===== src/rtl/mult_rc_pkg.sv =====
// Shared types and helpers for the sequential shift-add multiplier with mod-3 residue check.
package mult_rc_pkg;

  typedef enum logic [1:0] {
    IDLE = 2'd0,
    BUSY = 2'd1,
    DONE = 2'd2
  } state_t;

  // Counter must reach WIDTH, so it needs clog2(WIDTH+1) bits.
  function automatic int unsigned cnt_width(input int unsigned w);
    return $clog2(w + 1);
  endfunction

  // Fold one 2-bit digit into a running residue; 4 == 1 (mod 3) makes digit order irrelevant.
  function automatic logic [1:0] mod3_fold(input logic [1:0] r, input logic [1:0] pair);
    logic [2:0] t;
    t = 3'(r) + 3'(pair);
    if (t >= 3'd3) t = t - 3'd3;
    return t[1:0];
  endfunction

  function automatic logic [1:0] mod3(input logic [63:0] x);
    logic [1:0] r;
    r = 2'd0;
    for (int i = 0; i < 32; i++) r = mod3_fold(r, x[2*i +: 2]);
    return r;
  endfunction

endpackage


===== src/rtl/mod3_residue.sv =====
// Combinational x mod 3 by summing 2-bit digits with a running residue.
module mod3_residue
  import mult_rc_pkg::*;
#(
  parameter int unsigned W = 4
) (
  input  logic [W-1:0] i_x,
  output logic [1:0]   o_res
);

  localparam int unsigned NP = (W + 1) / 2;
  localparam int unsigned XW = 2 * NP;

  logic [XW-1:0] w_x;

  assign w_x = XW'(i_x);

  always_comb begin
    o_res = 2'd0;
    for (int i = 0; i < NP; i++) o_res = mod3_fold(o_res, w_x[2*i +: 2]);
  end

endmodule


===== src/rtl/mult_seq_unsigned_rc.sv =====
// Radix-2 shift-add unsigned multiplier behind valid/ready, with concurrent mod-3 residue check.
module mult_seq_unsigned_rc
  import mult_rc_pkg::*;
#(
  parameter int unsigned WIDTH      = 4,
  parameter int unsigned EARLY_TERM = 0,
  parameter int unsigned RC_EN      = 1
) (
  input  logic               clk,
  input  logic               rst,
  input  logic               in_valid,
  output logic               in_ready,
  input  logic [WIDTH-1:0]   a,
  input  logic [WIDTH-1:0]   b,
  output logic               out_valid,
  input  logic               out_ready,
  output logic [2*WIDTH-1:0] p,
  output logic               fault
);

  localparam int unsigned PW = 2 * WIDTH;
  localparam int unsigned AW = WIDTH + 1;
  localparam int unsigned CW = cnt_width(WIDTH);

  state_t           r_state;
  logic [WIDTH-1:0] r_mcand;
  logic [WIDTH-1:0] r_mplier;
  logic [PW-1:0]    r_acc;
  logic [CW-1:0]    r_cnt;

  logic [AW-1:0]    w_sum;
  logic [PW-1:0]    w_step_acc;
  logic [PW-1:0]    w_term_acc;
  logic [CW-1:0]    w_shamt;
  logic [WIDTH-1:0] w_mplier_sh;
  logic             w_last;
  logic             w_early;
  logic             w_accept;

  // Upper half plus multiplicand; the carry lands in the top bit and is shifted down.
  assign w_sum       = AW'(r_acc[PW-1:WIDTH]) + AW'(r_mcand & {WIDTH{r_mplier[0]}});
  assign w_step_acc  = {w_sum, r_acc[WIDTH-1:1]};
  assign w_mplier_sh = r_mplier >> 1;
  assign w_last      = (r_cnt == CW'(WIDTH - 1));
  assign w_early     = (EARLY_TERM != 0) && (w_mplier_sh == '0);
  assign w_shamt     = CW'(WIDTH - 1) - r_cnt;
  assign w_term_acc  = w_step_acc >> w_shamt;

  assign in_ready  = (r_state == IDLE) || ((r_state == DONE) && out_ready);
  assign out_valid = (r_state == DONE);
  assign p         = r_acc;
  assign w_accept  = in_valid && in_ready;

  always_ff @(posedge clk or posedge rst) begin
    if (rst) begin
      r_state  <= IDLE;
      r_mcand  <= '0;
      r_mplier <= '0;
      r_acc    <= '0;
      r_cnt    <= '0;
    end else begin
      case (r_state)
        BUSY: begin
          r_acc    <= w_early ? w_term_acc : w_step_acc;
          r_mplier <= w_mplier_sh;
          r_cnt    <= r_cnt + CW'(1);
          if (w_last || w_early) r_state <= DONE;
        end
        DONE: begin
          if (out_ready) r_state <= IDLE;
        end
        IDLE: ;
        default: r_state <= IDLE;
      endcase
      // Capture overrides the retire-to-IDLE path for back-to-back operation.
      if (w_accept) begin
        r_mcand  <= a;
        r_mplier <= b;
        r_acc    <= '0;
        r_cnt    <= '0;
        r_state  <= BUSY;
      end
    end
  end

  if (RC_EN != 0) begin : g_rc
    logic [1:0] w_res_a;
    logic [1:0] w_res_b;
    logic [1:0] w_res_p;
    logic [3:0] w_rr;
    logic [1:0] r_ra;
    logic [1:0] r_rb;

    mod3_residue #(.W(WIDTH)) u_res_a (.i_x(a),     .o_res(w_res_a));
    mod3_residue #(.W(WIDTH)) u_res_b (.i_x(b),     .o_res(w_res_b));
    mod3_residue #(.W(PW))    u_res_p (.i_x(r_acc), .o_res(w_res_p));

    always_ff @(posedge clk or posedge rst) begin
      if (rst) begin
        r_ra <= 2'd0;
        r_rb <= 2'd0;
      end else if (w_accept) begin
        r_ra <= w_res_a;
        r_rb <= w_res_b;
      end
    end

    assign w_rr  = 4'(r_ra) * 4'(r_rb);
    assign fault = out_valid && (w_res_p != mod3(64'(w_rr)));
  end else begin : g_no_rc
    assign fault = 1'b0;
  end

endmodule


===== config.mk =====
export PLATFORM = sky130hd
export DESIGN_NAME = mult_seq_unsigned_rc
export DESIGN_NICKNAME = d
export VERILOG_FILES = /design/src/rtl/mult_rc_pkg.sv /design/src/rtl/mod3_residue.sv /design/src/rtl/mult_seq_unsigned_rc.sv
export SDC_FILE = /design/constraint.sdc
export NUM_CORES = 1
export LEC_CHECK = 0
export BUFFER_PORTS_ARGS = -buffer_cell sky130_fd_sc_hd__buf_2
export CAP_MARGIN = 20
export CORE_UTILIZATION = 60
export CTS_BUF_LIST = sky130_fd_sc_hd__clkbuf_8
export DETAILED_ROUTE_END_ITERATION = 16
export PLACE_DENSITY = 0.82
export SLEW_MARGIN = 20
export SYNTH_ARGS = -nofsm -noshare
export SYNTH_HDL_FRONTEND = slang
export SYNTH_HIERARCHICAL = 1
export SYNTH_SLANG_ARGS = --single-unit

===== constraint.sdc =====
create_clock -name clk -period 7.97 [get_ports clk]
set_input_delay 1.9925 -clock clk [delete_from_list [all_inputs] [get_ports clk]]
set_output_delay 1.9925 -clock clk [all_outputs]
set_load 0.05 [all_outputs]

# ---- Yosys cells after proc, flatten, opt, wreduce, memory -nomap -nowiden
# Index checks and enable logic that the tools add are counted.
dict set report totals {
  register_bits 25
  latch_bits 0
  ramBits 0
  rom_bits 0
  in_bits 12
  elab_cells 161
  n_memories 0
}
dict set report op_classes {
  n_addsub 48
  multipliers 1
  n_div 0
  n_lt_le_gt_ge 40
  n_eq_ne 7
  shifts 0
  muxes 50
  n_bitwise 1
  n_reduce_logical 7
}
# op n
set ops {}
lappend ops {{$mux 2} 43}
lappend ops {{$sub 2x2->2 const B} 40}
lappend ops {{$ge 2x2->1 const B} 34}
lappend ops {{$add 2x2->3} 6}
lappend ops {{$ge 3x2->1 const B} 6}
lappend ops {{$mux 8} 2}
lappend ops {{$mux 4} 2}
lappend ops {{$mux 3} 2}
lappend ops {{$pmux 2 s3} 1}
lappend ops {{$add 4x4->5} 1}
lappend ops {{$and 4x4->4} 1}
lappend ops {{$mul 2x2->4} 1}
lappend ops {{$add 3x1->3 const B} 1}
lappend ops {{$eq 3x2->1 const B} 1}
lappend ops {{$logic_and 1x1->1} 3}
lappend ops {{$ne 3x1->1 const B} 1}
lappend ops {{$ne 3x3->1 const B} 1}
lappend ops {{$reduce_and 3->1} 1}
lappend ops {{$eq 2x1->1 const B} 1}
lappend ops {{$eq 2x2->1 const B} 1}
lappend ops {{$logic_not 2->1} 1}
lappend ops {{$ne 2x2->1} 1}
lappend ops {{$ne 2x2->1 const B} 1}
lappend ops {{$reduce_bool 2->1} 1}
lappend ops {{$logic_or 1x1->1} 1}

# ---- Logic depth before layout (Yosys ltp)
# Gate-level depths: netlist of the first run.
dict set report logic_depth {
  word_depth 68
  depth_mapped 19
  mapped_depth_nobuf 19
}

# ---- Hierarchy
# Netlist of the first run, hierarchy kept.
# module n_inst cells_per_inst area_each_um2 seq_area_each_um2
set by_module_without_submodules {}
lappend by_module_without_submodules {mult_seq_unsigned_rc 1 152 1357.6 625.6}
lappend by_module_without_submodules {{mod3_residue at g_rc.u_res_p} 1 24 229.0 0.0}
lappend by_module_without_submodules {{mod3_residue at g_rc.u_res_a ...} 2 9 90.1 0.0}

# ---- Worst setup path before layout of the first run
# OpenSTA, ideal clock, no wires.
dict set report synth_path {
  path_type {reg2out}
  from {register r_acc[0], in the netlist p[0]}
  to {output port fault}
  arrival_time_ns 5.847
  required_ns 5.977
  setup_slack_ns 0.131
  stages_incl_launch_ff 19
  path_cell_list {dfrtp_1 nor2b_1 ha_1 fa_1 ha_1 or4b_1 o21ai_0 ha_1 fa_1 ha_1 or3_1 a21oi_1 ha_1 fa_1 ha_1 or3_1 a21oi_1 o311ai_0 a31oi_1}
}
dict set report synth_between {
  elab_chain_cells 13
  word_cells_on_any_way 17
}
# element line
set synth_rtl {}
lappend synth_rtl {{from (decl)} mult_seq_unsigned_rc.sv:28} ;# logic [PW-1:0] r_acc;
lappend synth_rtl {{from (signal assigned)} mult_seq_unsigned_rc.sv:64} ;# r_acc <= w_early ? w_term_acc : w_step_acc;
lappend synth_rtl {{$sub 2x2->2 / $ge 2x2->1 (equally long branches)} mult_rc_pkg.sv:19} ;# if (t >= 3'd3) t = t - 3'd3;
lappend synth_rtl {{$mux 2 *} mult_rc_pkg.sv:19}
lappend synth_rtl {{$add 2x2->3 *} mult_rc_pkg.sv:18} ;# t = 3'(r) + 3'(pair);
lappend synth_rtl {{$ge 3x2->1 / $sub 2x2->2 (equally long branches)} mult_rc_pkg.sv:19}
lappend synth_rtl {{$mux 2 *} mult_rc_pkg.sv:19}
lappend synth_rtl {{$add 2x2->3 *} mult_rc_pkg.sv:18}
lappend synth_rtl {{$ge 3x2->1 / $sub 2x2->2 (equally long branches)} mult_rc_pkg.sv:19}
lappend synth_rtl {{$mux 2 *} mult_rc_pkg.sv:19}
lappend synth_rtl {{$add 2x2->3 *} mult_rc_pkg.sv:18}
lappend synth_rtl {{$ge 3x2->1 / $sub 2x2->2 (equally long branches)} mult_rc_pkg.sv:19}
lappend synth_rtl {{$mux 2 *} mult_rc_pkg.sv:19}
lappend synth_rtl {{via g_rc.w_res_p[0]} mult_seq_unsigned_rc.sv:89} ;# logic [1:0] w_res_p;
lappend synth_rtl {{$ne 2x2->1 *} mult_seq_unsigned_rc.sv:109} ;# assign fault = out_valid && (w_res_p != mod3(64'(w_rr)));
lappend synth_rtl {{$logic_and 1x1->1 *} mult_seq_unsigned_rc.sv:109}
lappend synth_rtl {{to (decl)} mult_seq_unsigned_rc.sv:18} ;# output logic fault
# Mark *: on every way through the listed nets, which the timed path passes. The rest lies on a longest branch.

# ---- Final worst setup path of the first run
# Same ends and word-level chain as after synthesis.

==> results.md, run 1 <==
- Mean Syn Cell Area: 9.107 µm²
- Final period util: 0.9470
- P&R area growth vs syn: 10.27%
- Layout cells sized above 1: 0.1535
- Max-cap violations: 0
- Largest net degree at the start of global routing: 26
- CP Max Fanout: 4
- Max Used Layer: met4
- WL met3: 83 µm
- Initial antenna violation count: 0
- Core area: 2781 µm²
- DR WL/cell: 13.93 µm
- Reg2reg end: p[5]
- Synth Instances: 194
- RSZ-0062 raised after global routing: no
- HP Class: flop to flop
- Iter 0 DRT Violations: 37
- Hold depth: 2
- Setup TNS: 0 ns
- Routed vias/inst: about 6
- Die height: 56.27 µm
- CP max stage delay: 0.48 ns
- Clock Root Buffer: clkbuf_8
- Syn_nets: 233
- Status: finished clean
- Latest clock arrival within the worst-skew pair: between 0.2 and 0.3 ns
- Req. time, crit path: around 6.0 ns
- Nets: 255
- Worst setup SP type: flop
- Post-DRT Antenna Nets: 0
- TritonCTS clock tree: built
- Final setup viols: 0
- Max transition margin: 0.3718
- Slew Viols, Final: 0
- Critical Path End Type: output pin
- Final hold vios: 0
- Worst path slowest cell: fa_1
- Commonest non-fill, non-tap cell in the layout: nand2_1
- Most frequent cells in the layout: nand2_1 (43), dfrtp_1 (25), buf_2 (21)
- Mapped Area: 1767 µm²
- Number of detailed-route iterations in the first pass: 4
- Final Wtd Congestion: around 0.80
- Ant diodes: 0
- Final WL: 3.428 mm
- Worst Setup Path Type: flop to output pin
- Boundary Pins: 23
- Die W: 56.27 µm
- Skew final: 0.005693 ns
- Worst Path Arrival: 5.56 ns
- Gr usage total: 0.2485
- Clk slew on worst S/H paths: 0.09 ns
- First-pass GRT wire length: 6.175 mm
- Total number of vias: roughly 1.5k
- Sequential share of the synthesized area: 0.3541
- Std cell rows: 19
- Setup bufs post-CTS: 0
- FMAX: 132.5 MHz
- Die ar.: 3166 µm²
- Clock Sinks: 25
- Cell Chain, Critical Path: nor2b_1 > ha_1 > fa_1 > ha_1 > or4b_1 > o21ai_0 > ha_1 > fa_1 > ha_1 > or3_1 > a21oi_1 > ha_1 > fa_1 > ha_1 > or3_1 > a21oi_2 > o311ai_1 > a31oi_1 > buf_4
- Dpl hpwl: 2.641 mm
- R2R Setup Slk: 6.21 ns
- Slew of the pin with the lowest slew margin: 0.9412 ns
- CTS Hold Bufs: 0
- Aggregate global routing overflow: 0
- CTS buffer count: 3
- Syn. warnings: 6
- Hold EP: r_mcand[2]
- Residual DRC: 0
- Max clock buf depth: 2
- R2r worst-path depth: 4
- Minimum clock period: 7.548 ns
- R2R Path Start: r_state[1]
- Min-delay src: r_mcand[2]
- Max H-tree Level: 1
- Initial core utilization: 0.6352
- Metal-1 WL: 1.501 mm
- Met2 wire length: 1.782 mm
- Synth Register Bits: 25
- Most common cell on crit path: ha_1
- # port buffers: 22
- Yosys cell types: 31
- Number of global-route vias before repair: 1424
[metrics by stage]
stage	utilization	area (µm²)	worst slack, ns	hold slack, ns	std cells
3_3_place_gp	0.6802	1892	0.7539	0.4532	242
6_report	0.7004	1948	0.4224	0.4854	246
2_1_floorplan	-	1767	0.1307	0.4374	194
5_1_grt	0.7004	1948	0.02337	0.5167	246
3_5_place_dp	0.6802	1892	0.5236	0.4669	242
4_1_cts	0.6982	1942	0.2175	0.4871	246
[worst max-delay path by stage]
stage | start | to | slack, ns | cells after the start
3_3_place_gp | p[0] | fault | 0.75 | 19
2_1_floorplan | p[0] | fault | 0.13 | 18
3_5_place_dp | p[0] | fault | 0.52 | 19
5_1_grt | p[0] | fault | 0.02 | 20
6_report | p[0] | fault | 0.42 | 19
4_1_cts | p[0] | fault | 0.22 | 19
[timing repair]
| item | CTS | global route |
|---|---|---|
| endpoints found under the hold margin | 0 | 0 |
| setup endpoints to repair | 0 | 1 |
| resized for setup | 0 | 4 |
[cell type report]
| cell class | instances | area (µm²) |
|---|---|---|
| sequential | 25 | 625.6 |
| multi-input combinational | 157 | 1095 |
| clock buffer | 3 | 41.29 |
| fill | 233 | 833.3 |
| tap | 31 | 38.79 |
| inverter | 7 | 26.28 |
| clock inverter | 1 | 8.758 |
| timing repair buffer | 22 | 112.6 |
[cell families (layout without fill, tap and decap cells)]
| group | Yosys count | in the layout | synth area share |
|---|---|---|---|
| AO/OA/AOI/OAI | 33 | 33 | 0.1190 |
| adder cells (fa/ha/maj) | 27 | 27 | 0.2210 |
| flip-flops | 25 | 25 | 0.3541 |
| AND/OR/NAND/NOR | 95 | 95 | 0.2677 |
| XOR/XNOR | 2 | 2 | 0.009917 |
| buffers and inverters | 12 | 33 | 0.02833 |
[worst max-delay path, delay by kind of cell, from the launching register on]
family	cells	cell delay, ns
AO/OA/AOI/OAI	5	0.76
adder cells (fa/ha/maj)	9	2.57
flip-flops	1	0.42
AND/OR/NAND/NOR	4	1.32
buffers and inverters	1	0.22
[per-layer routing]
layer	track usage	vias up
met4	0.08014	0
met1	0.3168	721
met5	0	-
met3	0.02995	8
met2	0.4405	30
li1	-	712
[registers in the layout, summed over array words and instances (netlist names)]
signal,count
g_rc.r_rb,2
r_cnt,3
r_mcand,4
r_mplier,4
r_state,2
p,8
g_rc.r_ra,2
[cell usage after synthesis (all sizes together)]
cell,count,share of area
nand2,43,0.091
dfrtp,25,0.35
xor2,2,0.0099
ha,20,0.14
a211o,1,0.0050
nand2b,2,0.0071
o21a,4,0.017
a31oi,1,0.0035
o21ai,10,0.028
nor2b,8,0.028
clkbuf,1,0.0021
nand3,14,0.040
inv,7,0.015
o41ai,1,0.0050
or4b,1,0.0057
o311ai,1,0.0050
a21o,1,0.0043
and3,1,0.0035
nor2,6,0.014
o32a,1,0.0057
a22oi,3,0.013
or3,5,0.023
fa,7,0.079
a21oi,10,0.033
nor3,7,0.026
and2,8,0.028
buf,4,0.011
Power of run 1 is left out: the tool's default activity adds up to more than one toggle a clock period on the data nets, which glitch-free logic cannot reach.
==> run 2, diff against run 1 <==
--- a/config.mk
+++ b/config.mk
@@ -7,10 +7,12 @@
 export LEC_CHECK = 0
 export BUFFER_PORTS_ARGS = -buffer_cell sky130_fd_sc_hd__buf_2
 export CAP_MARGIN = 20
-export CORE_UTILIZATION = 60
+export CELL_PAD_IN_SITES_DETAIL_PLACEMENT = 1
+export CELL_PAD_IN_SITES_GLOBAL_PLACEMENT = 1
+export CORE_UTILIZATION = 46
 export CTS_BUF_LIST = sky130_fd_sc_hd__clkbuf_8
 export DETAILED_ROUTE_END_ITERATION = 16
-export PLACE_DENSITY = 0.82
+export PLACE_DENSITY_LB_ADDON = 0.1
 export SLEW_MARGIN = 20
 export SYNTH_ARGS = -nofsm -noshare
 export SYNTH_HDL_FRONTEND = slang
==> run 2 against run 1 <==
  * Setup slack got worse by 0.064 ns
  * Maximum frequency fell by 0.84%
  * Register-to-register slack got worse by 0.05 ns
  * Clock skew grew 0.0016 ns
  * Cell area increased by 1.0%
  * Flip-flop and latch count did not move
  * Final cell count grew 6.9%
  * Clock-buffer cell count did not move
==> results.md, run 2 (same netlist as run 1, synthesis figures left out) <==
- Status: finished clean
- Final WL: 3.748 mm (+9.3%)
- Setup bufs post-CTS: 0 (unchanged)
- R2r worst-path depth: 4 (unchanged)
- TritonCTS clock tree: built
- Final setup viols: 0 (unchanged)
- Final hold vios: 0 (unchanged)
- Core area: 3661 µm² (+32%)
- Minimum clock period: 7.612 ns (+0.06415 ns)
- Reg2reg end: p[6]
- Max-cap violations: 0 (unchanged)
- Post-DRT Antenna Nets: 0 (unchanged)
- R2R Setup Slk: 6.16 ns (-0.05 ns)
- Worst Setup Path Type: flop to output pin
- FMAX: 131.4 MHz (-0.84%)
- Setup TNS: 0 ns (unchanged)
- RSZ-0062 raised after global routing: no
- Final Wtd Congestion: 0.7320 (-9.0%)
- Worst path slowest cell: fa_1
- # port buffers: 22 (unchanged)
- Clock Root Buffer: clkbuf_8
- Layout cells sized above 1: 0.1535 (unchanged)
- Most common cell on crit path: ha_1
- HP Class: flop to flop
- Max reg flops: 8 (unchanged)
- CP Max Fanout: 4 (unchanged)
- Critical Path End Type: output pin
- Max clock buf depth: 2 (unchanged)
- Total number of vias: 1446 (-1.7%)
- Min-delay src: r_mcand[0]
- Skew final: 0.007253 ns (+0.001560 ns)
- CTS buffer count: 3 (unchanged)
- Boundary Pins: 23 (unchanged)
- Cell Chain, Critical Path: nor2b_1 > ha_1 > fa_1 > ha_1 > or4b_1 > o21ai_0 > ha_1 > fa_1 > ha_1 > or3_1 > a21oi_1 > ha_1 > fa_1 > ha_1 > or3_1 > a21oi_2 > o311ai_0 > a31oi_1 > buf_4
- Clock Sinks: 25 (unchanged)
- Die W: 63.97 µm (+14%)
- Routed vias/inst: 5.498 (-8.1%)
- Delay-heaviest family, CP: adder cells
- Std cell rows: 22 (+3)
- P&R area growth vs syn: 11.40%
- First-pass GRT wire length: 6.803 mm (+10%)
- Worst Path Arrival: 5.62 ns (+0.06 ns)
- Max transition margin: 0.3689 (-0.002903)
- Number of global-route vias before repair: 1562 (+9.7%)
- DR WL/cell: 14.25 µm (+2.3%)
- Max H-tree Level: 1 (unchanged)
- Most frequent cells in the layout: nand2_1 (43), dfrtp_1 (25), buf_2 (21)
- Req. time, crit path: 5.98 ns (about the same)
- Gr usage total: 0.2134 (-0.03516)
- Largest net degree at the start of global routing: 26 (unchanged)
- Die ar.: 4092 µm² (+29%)
- Dpl hpwl: 3.024 mm (+15%)
- Initial core utilization: 0.4826 (-0.1526)
- WP buf/inv: 1 (unchanged)
- Latest clock arrival within the worst-skew pair: 0.27 ns (about the same)
- Final period util: 0.9550 (+0.008049)
- Worst setup SP type: flop
- Initial antenna violation count: 0 (unchanged)
- Clk slew on worst S/H paths: 0.09 ns (about the same)
- Nets: 255 (unchanged)
- Number of detailed-route iterations in the first pass: 4 (unchanged)
- Slew of the pin with the lowest slew margin: 0.9456 ns (+0.004350 ns)
- R2R Path Start: r_state[1]
- Hold EP: r_mcand[0]
- Slew Viols, Final: 0 (unchanged)
- Commonest non-fill, non-tap cell in the layout: nand2_1
- CP max stage delay: 0.47 ns (about the same)
- Residual DRC: 0 (unchanged)
- Hold depth: 2 (unchanged)
- Iter 0 DRT Violations: 31 (-16%)
- Ant diodes: 0 (unchanged)
- Die height: 63.97 µm (+14%)
- Aggregate global routing overflow: 0 (unchanged)
[run 2: cell count changes in the layout (fill, tap and decap cells not counted), sizes merged]
cell      previous run  this run
inv                  8         7
clkinvlp             0         1
[run 2: worst register-to-register path, cell delays in order, from the launching register on]
cell and delay, ns:
dfrtp_1 0.42, nand2b_1 0.13, nand3_1 0.63, nand3_1 0.33, o21ai_0 0.14
[run 2: final cells by class]
class                           instances  area, µm²
Sequential cell                        25      625.6
Inverter                                7      26.28
Timing Repair Buffer                   22      112.6
Multi-Input combinational cell        157       1095
Clock inverter                          1      7.507
Clock buffer                            3      41.29
Fill cell                             463       1693
Tap cell                               48      60.06
[run 2: worst max path at each step]
stage	from	end	slack [ns]	depth (start not counted)
global placement	p[0]	fault	0.77	19
floorplan	p[0]	fault	0.13	18
CTS	p[0]	fault	0.18	19
finish	p[0]	fault	0.36	19
detailed placement	p[0]	fault	0.48	19
global route	p[0]	fault	0.009	19
[run 2: metal layers]
layer | GRT usage | routed length [µm]
met1 | 0.2425 | 1629
met2 | 0.4122 | 2010
met3 | 0.02500 | 72
met4 | 0.05966 | 36
met5 | 0 | 0
[run 2: what timing repair did]
action                     4_1_cts  5_1_grt
hold buffers                     0        0
gates resized for setup          0        3
setup endpoints to repair        0        1
[run 2: through the flow]
step | instances | instance area [µm²] | utilization | setup WS (ns) | hold slack (ns)
floorplan | 194 | 1767 | - | 0.1307 | 0.4374
global placement | 259 | 1913 | 0.5226 | 0.7747 | 0.4513
detailed placement | 259 | 1913 | 0.5226 | 0.4838 | 0.4635
CTS | 263 | 1962 | 0.5359 | 0.1838 | 0.4868
global route | 263 | 1968 | 0.5376 | 0.008991 | 0.5261
finish | 263 | 1968 | 0.5376 | 0.3583 | 0.4788
Power of run 2 is left out for the same reason.
==> run 3, diff against run 2 <==
--- a/config.mk
+++ b/config.mk
@@ -12,7 +12,7 @@
 export CORE_UTILIZATION = 46
 export CTS_BUF_LIST = sky130_fd_sc_hd__clkbuf_8
 export DETAILED_ROUTE_END_ITERATION = 16
-export PLACE_DENSITY_LB_ADDON = 0.1
+export PLACE_DENSITY = 0.89
 export SLEW_MARGIN = 20
 export SYNTH_ARGS = -nofsm -noshare
 export SYNTH_HDL_FRONTEND = slang
==> run 3 against run 2 <==
  * First-iteration DRC count shrank 9.7%
  * Clock-buffer cell count is the same
  * Non-clock buffer count grew 1
  * Routed wire length grew 3.5%
  * Clock skew shrank 0.0045 ns
  * Die area is the same
  * Register-to-register slack lost 0.04 ns
  * Global-route usage is essentially flat
  * Via count grew 1.1%
  * Setup slack gained 0.010 ns
  * Highest routed layer unchanged
==> results.md, run 3 (same netlist as run 1, synthesis figures left out) <==
- Max transition margin: 0.3818 (+0.01287)
- TritonCTS clock tree: built
- Most common cell on crit path: ha_1
- Req. time, crit path: 5.98 ns (about the same)
- Finished Layout Cells: 264 (+0.38%)
- Layout cells sized above 1: 0.1528 (-0.0007106)
- Worst Path Arrival: 5.61 ns (about the same)
- Register area: 625.6 µm² (unchanged)
- Die ar.: 4092 µm² (unchanged)
- First-pass GRT wire length: 6.686 mm (-1.7%)
- Gr usage total: 0.2134 (about the same)
- Core area: 3661 µm² (unchanged)
- Initial core utilization: 0.4826 (unchanged)
- Placed cell count: 259 (unchanged)
- CP Max Fanout: 4 (unchanged)
- Ant diodes: 0 (unchanged)
- P&R area growth vs syn: 12.04%
- # port buffers: 22 (unchanged)
- Residual DRC: 0 (unchanged)
- Latest clock arrival within the worst-skew pair: 0.27 ns (about the same)
- Min-delay src: r_mcand[0]
- CTS buffer count: 3 (unchanged)
- Slew Viols, Final: 0 (unchanged)
- Final Wtd Congestion: 0.7070 (-3.4%)
- CTS Hold Bufs: 0 (unchanged)
- Std cell rows: 22 (unchanged)
- Final setup viols: 0 (unchanged)
- Die height: 63.97 µm (unchanged)
- Worst setup SP type: flop
- DR WL/cell: 14.70 µm (+3.1%)
- Commonest non-fill, non-tap cell in the layout: nand2_1
- Critical Path End Type: output pin
- Reg2reg end: p[6]
- Aggregate global routing overflow: 0 (unchanged)
- Most frequent cells in the layout: nand2_1 (43), dfrtp_1 (25), buf_2 (21)
- Worst Setup Path Type: flop to output pin
- FMAX: 131.6 MHz (+0.13%)
- Final hold vios: 0 (unchanged)
- Post-DRT Antenna Nets: 0 (unchanged)
- Max-cap violations: 0 (unchanged)
- Largest net degree at the start of global routing: 26 (unchanged)
- Slew of the pin with the lowest slew margin: 0.9247 ns (-0.02085 ns)
- RSZ-0062 raised after global routing: no
- Total number of vias: 1462 (+1.1%)
- Clock Root Buffer: clkbuf_8
- Dpl hpwl: 3.011 mm (-0.44%)
- Skew final: 0.002731 ns (-0.004522 ns)
- Iter 0 DRT Violations: 28 (-9.7%)
- Final WL: 3.880 mm (+3.5%)
- CP max stage delay: 0.49 ns (+0.02 ns)
- Cell Chain, Critical Path: nor2b_1 > ha_1 > fa_1 > ha_1 > or4b_1 > o21ai_0 > ha_1 > fa_1 > ha_1 > or3_1 > a21oi_1 > ha_1 > fa_1 > ha_1 > or3_1 > a21oi_2 > o311ai_0 > a31oi_1 > clkbuf_4
- Max reg flops: 8 (unchanged)
- R2R Setup Slk: 6.12 ns (-0.04 ns)
- Area of the multi-input gates: 1095 µm² (unchanged)
- Number of detailed-route iterations in the first pass: 4 (unchanged)
- Number of global-route vias before repair: 1507 (-3.5%)
- Hold EP: r_mcand[0]
- Clock Sinks: 25 (unchanged)
- Die W: 63.97 µm (unchanged)
- Max clock buf depth: 2 (unchanged)
- Final period util: 0.9538 (-0.001274)
- Minimum clock period: 7.602 ns (-0.01015 ns)
- R2R Path Start: r_state[1]
- Setup TNS: 0 ns (unchanged)
- Clk slew on worst S/H paths: 0.08 ns (about the same)
- HP Class: flop to flop
- Boundary Pins: 23 (unchanged)
- Fillers: 449 (-3.0%)
- Nets: 256 (+0.39%)
- Routed vias/inst: 5.538 (+0.72%)
- Hold depth: 2 (unchanged)
- Max H-tree Level: 1 (unchanged)
- Initial antenna violation count: 0 (unchanged)
- R2r worst-path depth: 4 (unchanged)
- Worst path slowest cell: fa_1
- Status: finished clean
run 3: cell count changes in the layout (fill, tap and decap cells not counted):
| cell | previous run | this run |
|---|---|---|
| buf_4 | 1 | 0 |
| buf_8 | 0 | 1 |
| clkbuf_4 | 0 | 1 |
| inv_1 | 7 | 8 |
| clkinvlp_4 | 1 | 0 |
run 3: stage by stage:
step | cell area (µm²) | util | worst slack (ns) | hold WS [ns]
floorplan | 1767 | - | 0.1307 | 0.4374
global placement | 1913 | 0.5226 | 0.7028 | 0.4503
detailed placement | 1913 | 0.5226 | 0.5536 | 0.4563
CTS | 1958 | 0.5349 | 0.2163 | 0.4914
global route | 1979 | 0.5407 | 0.01850 | 0.4975
finish | 1979 | 0.5407 | 0.3684 | 0.4806
run 3: layout make-up:
type,count,area share
repair buffers,23,0.06448
well taps,48,0.03034
clock buffers,3,0.02086
multi-input cells,157,0.5531
flip-flops and latches,25,0.3161
clock inverters,1,0.001896
inverters,7,0.01327
run 3: worst max-delay path by stage:
stage / start / end / slack [ns] / cells after the start
3_3_place_gp: p[0] / fault / 0.70 / 19
4_1_cts: p[0] / fault / 0.22 / 19
6_report: p[0] / fault / 0.37 / 19
5_1_grt: p[0] / fault / 0.02 / 19
2_1_floorplan: p[0] / fault / 0.13 / 18
3_5_place_dp: p[0] / fault / 0.55 / 19
run 3: layer usage:
layer	global-route usage	vias to the layer above	part of all wire
met1	0.2471	718	0.43
li1	-	716	-
met3	0.02321	9	0.017
met4	0.1193	0	0.032
met5	0	-	0
met2	0.3803	19	0.53
run 3: what timing repair did:
action | CTS | global route
setup endpoints to repair | 0 | 1
resized for setup | 0 | 2
setup buffers | 0 | 0
run 3: worst max-delay path: cells and delay by family (launching register included):
kind	cells	cell delay, ns
AO/OA/AOI/OAI	5	0.79
adder cells (fa/ha/maj)	9	2.58
buffers and inverters	1	0.25
flip-flops	1	0.40
AND/OR/NAND/NOR	4	1.33
Power of run 3 is left out for the same reason.
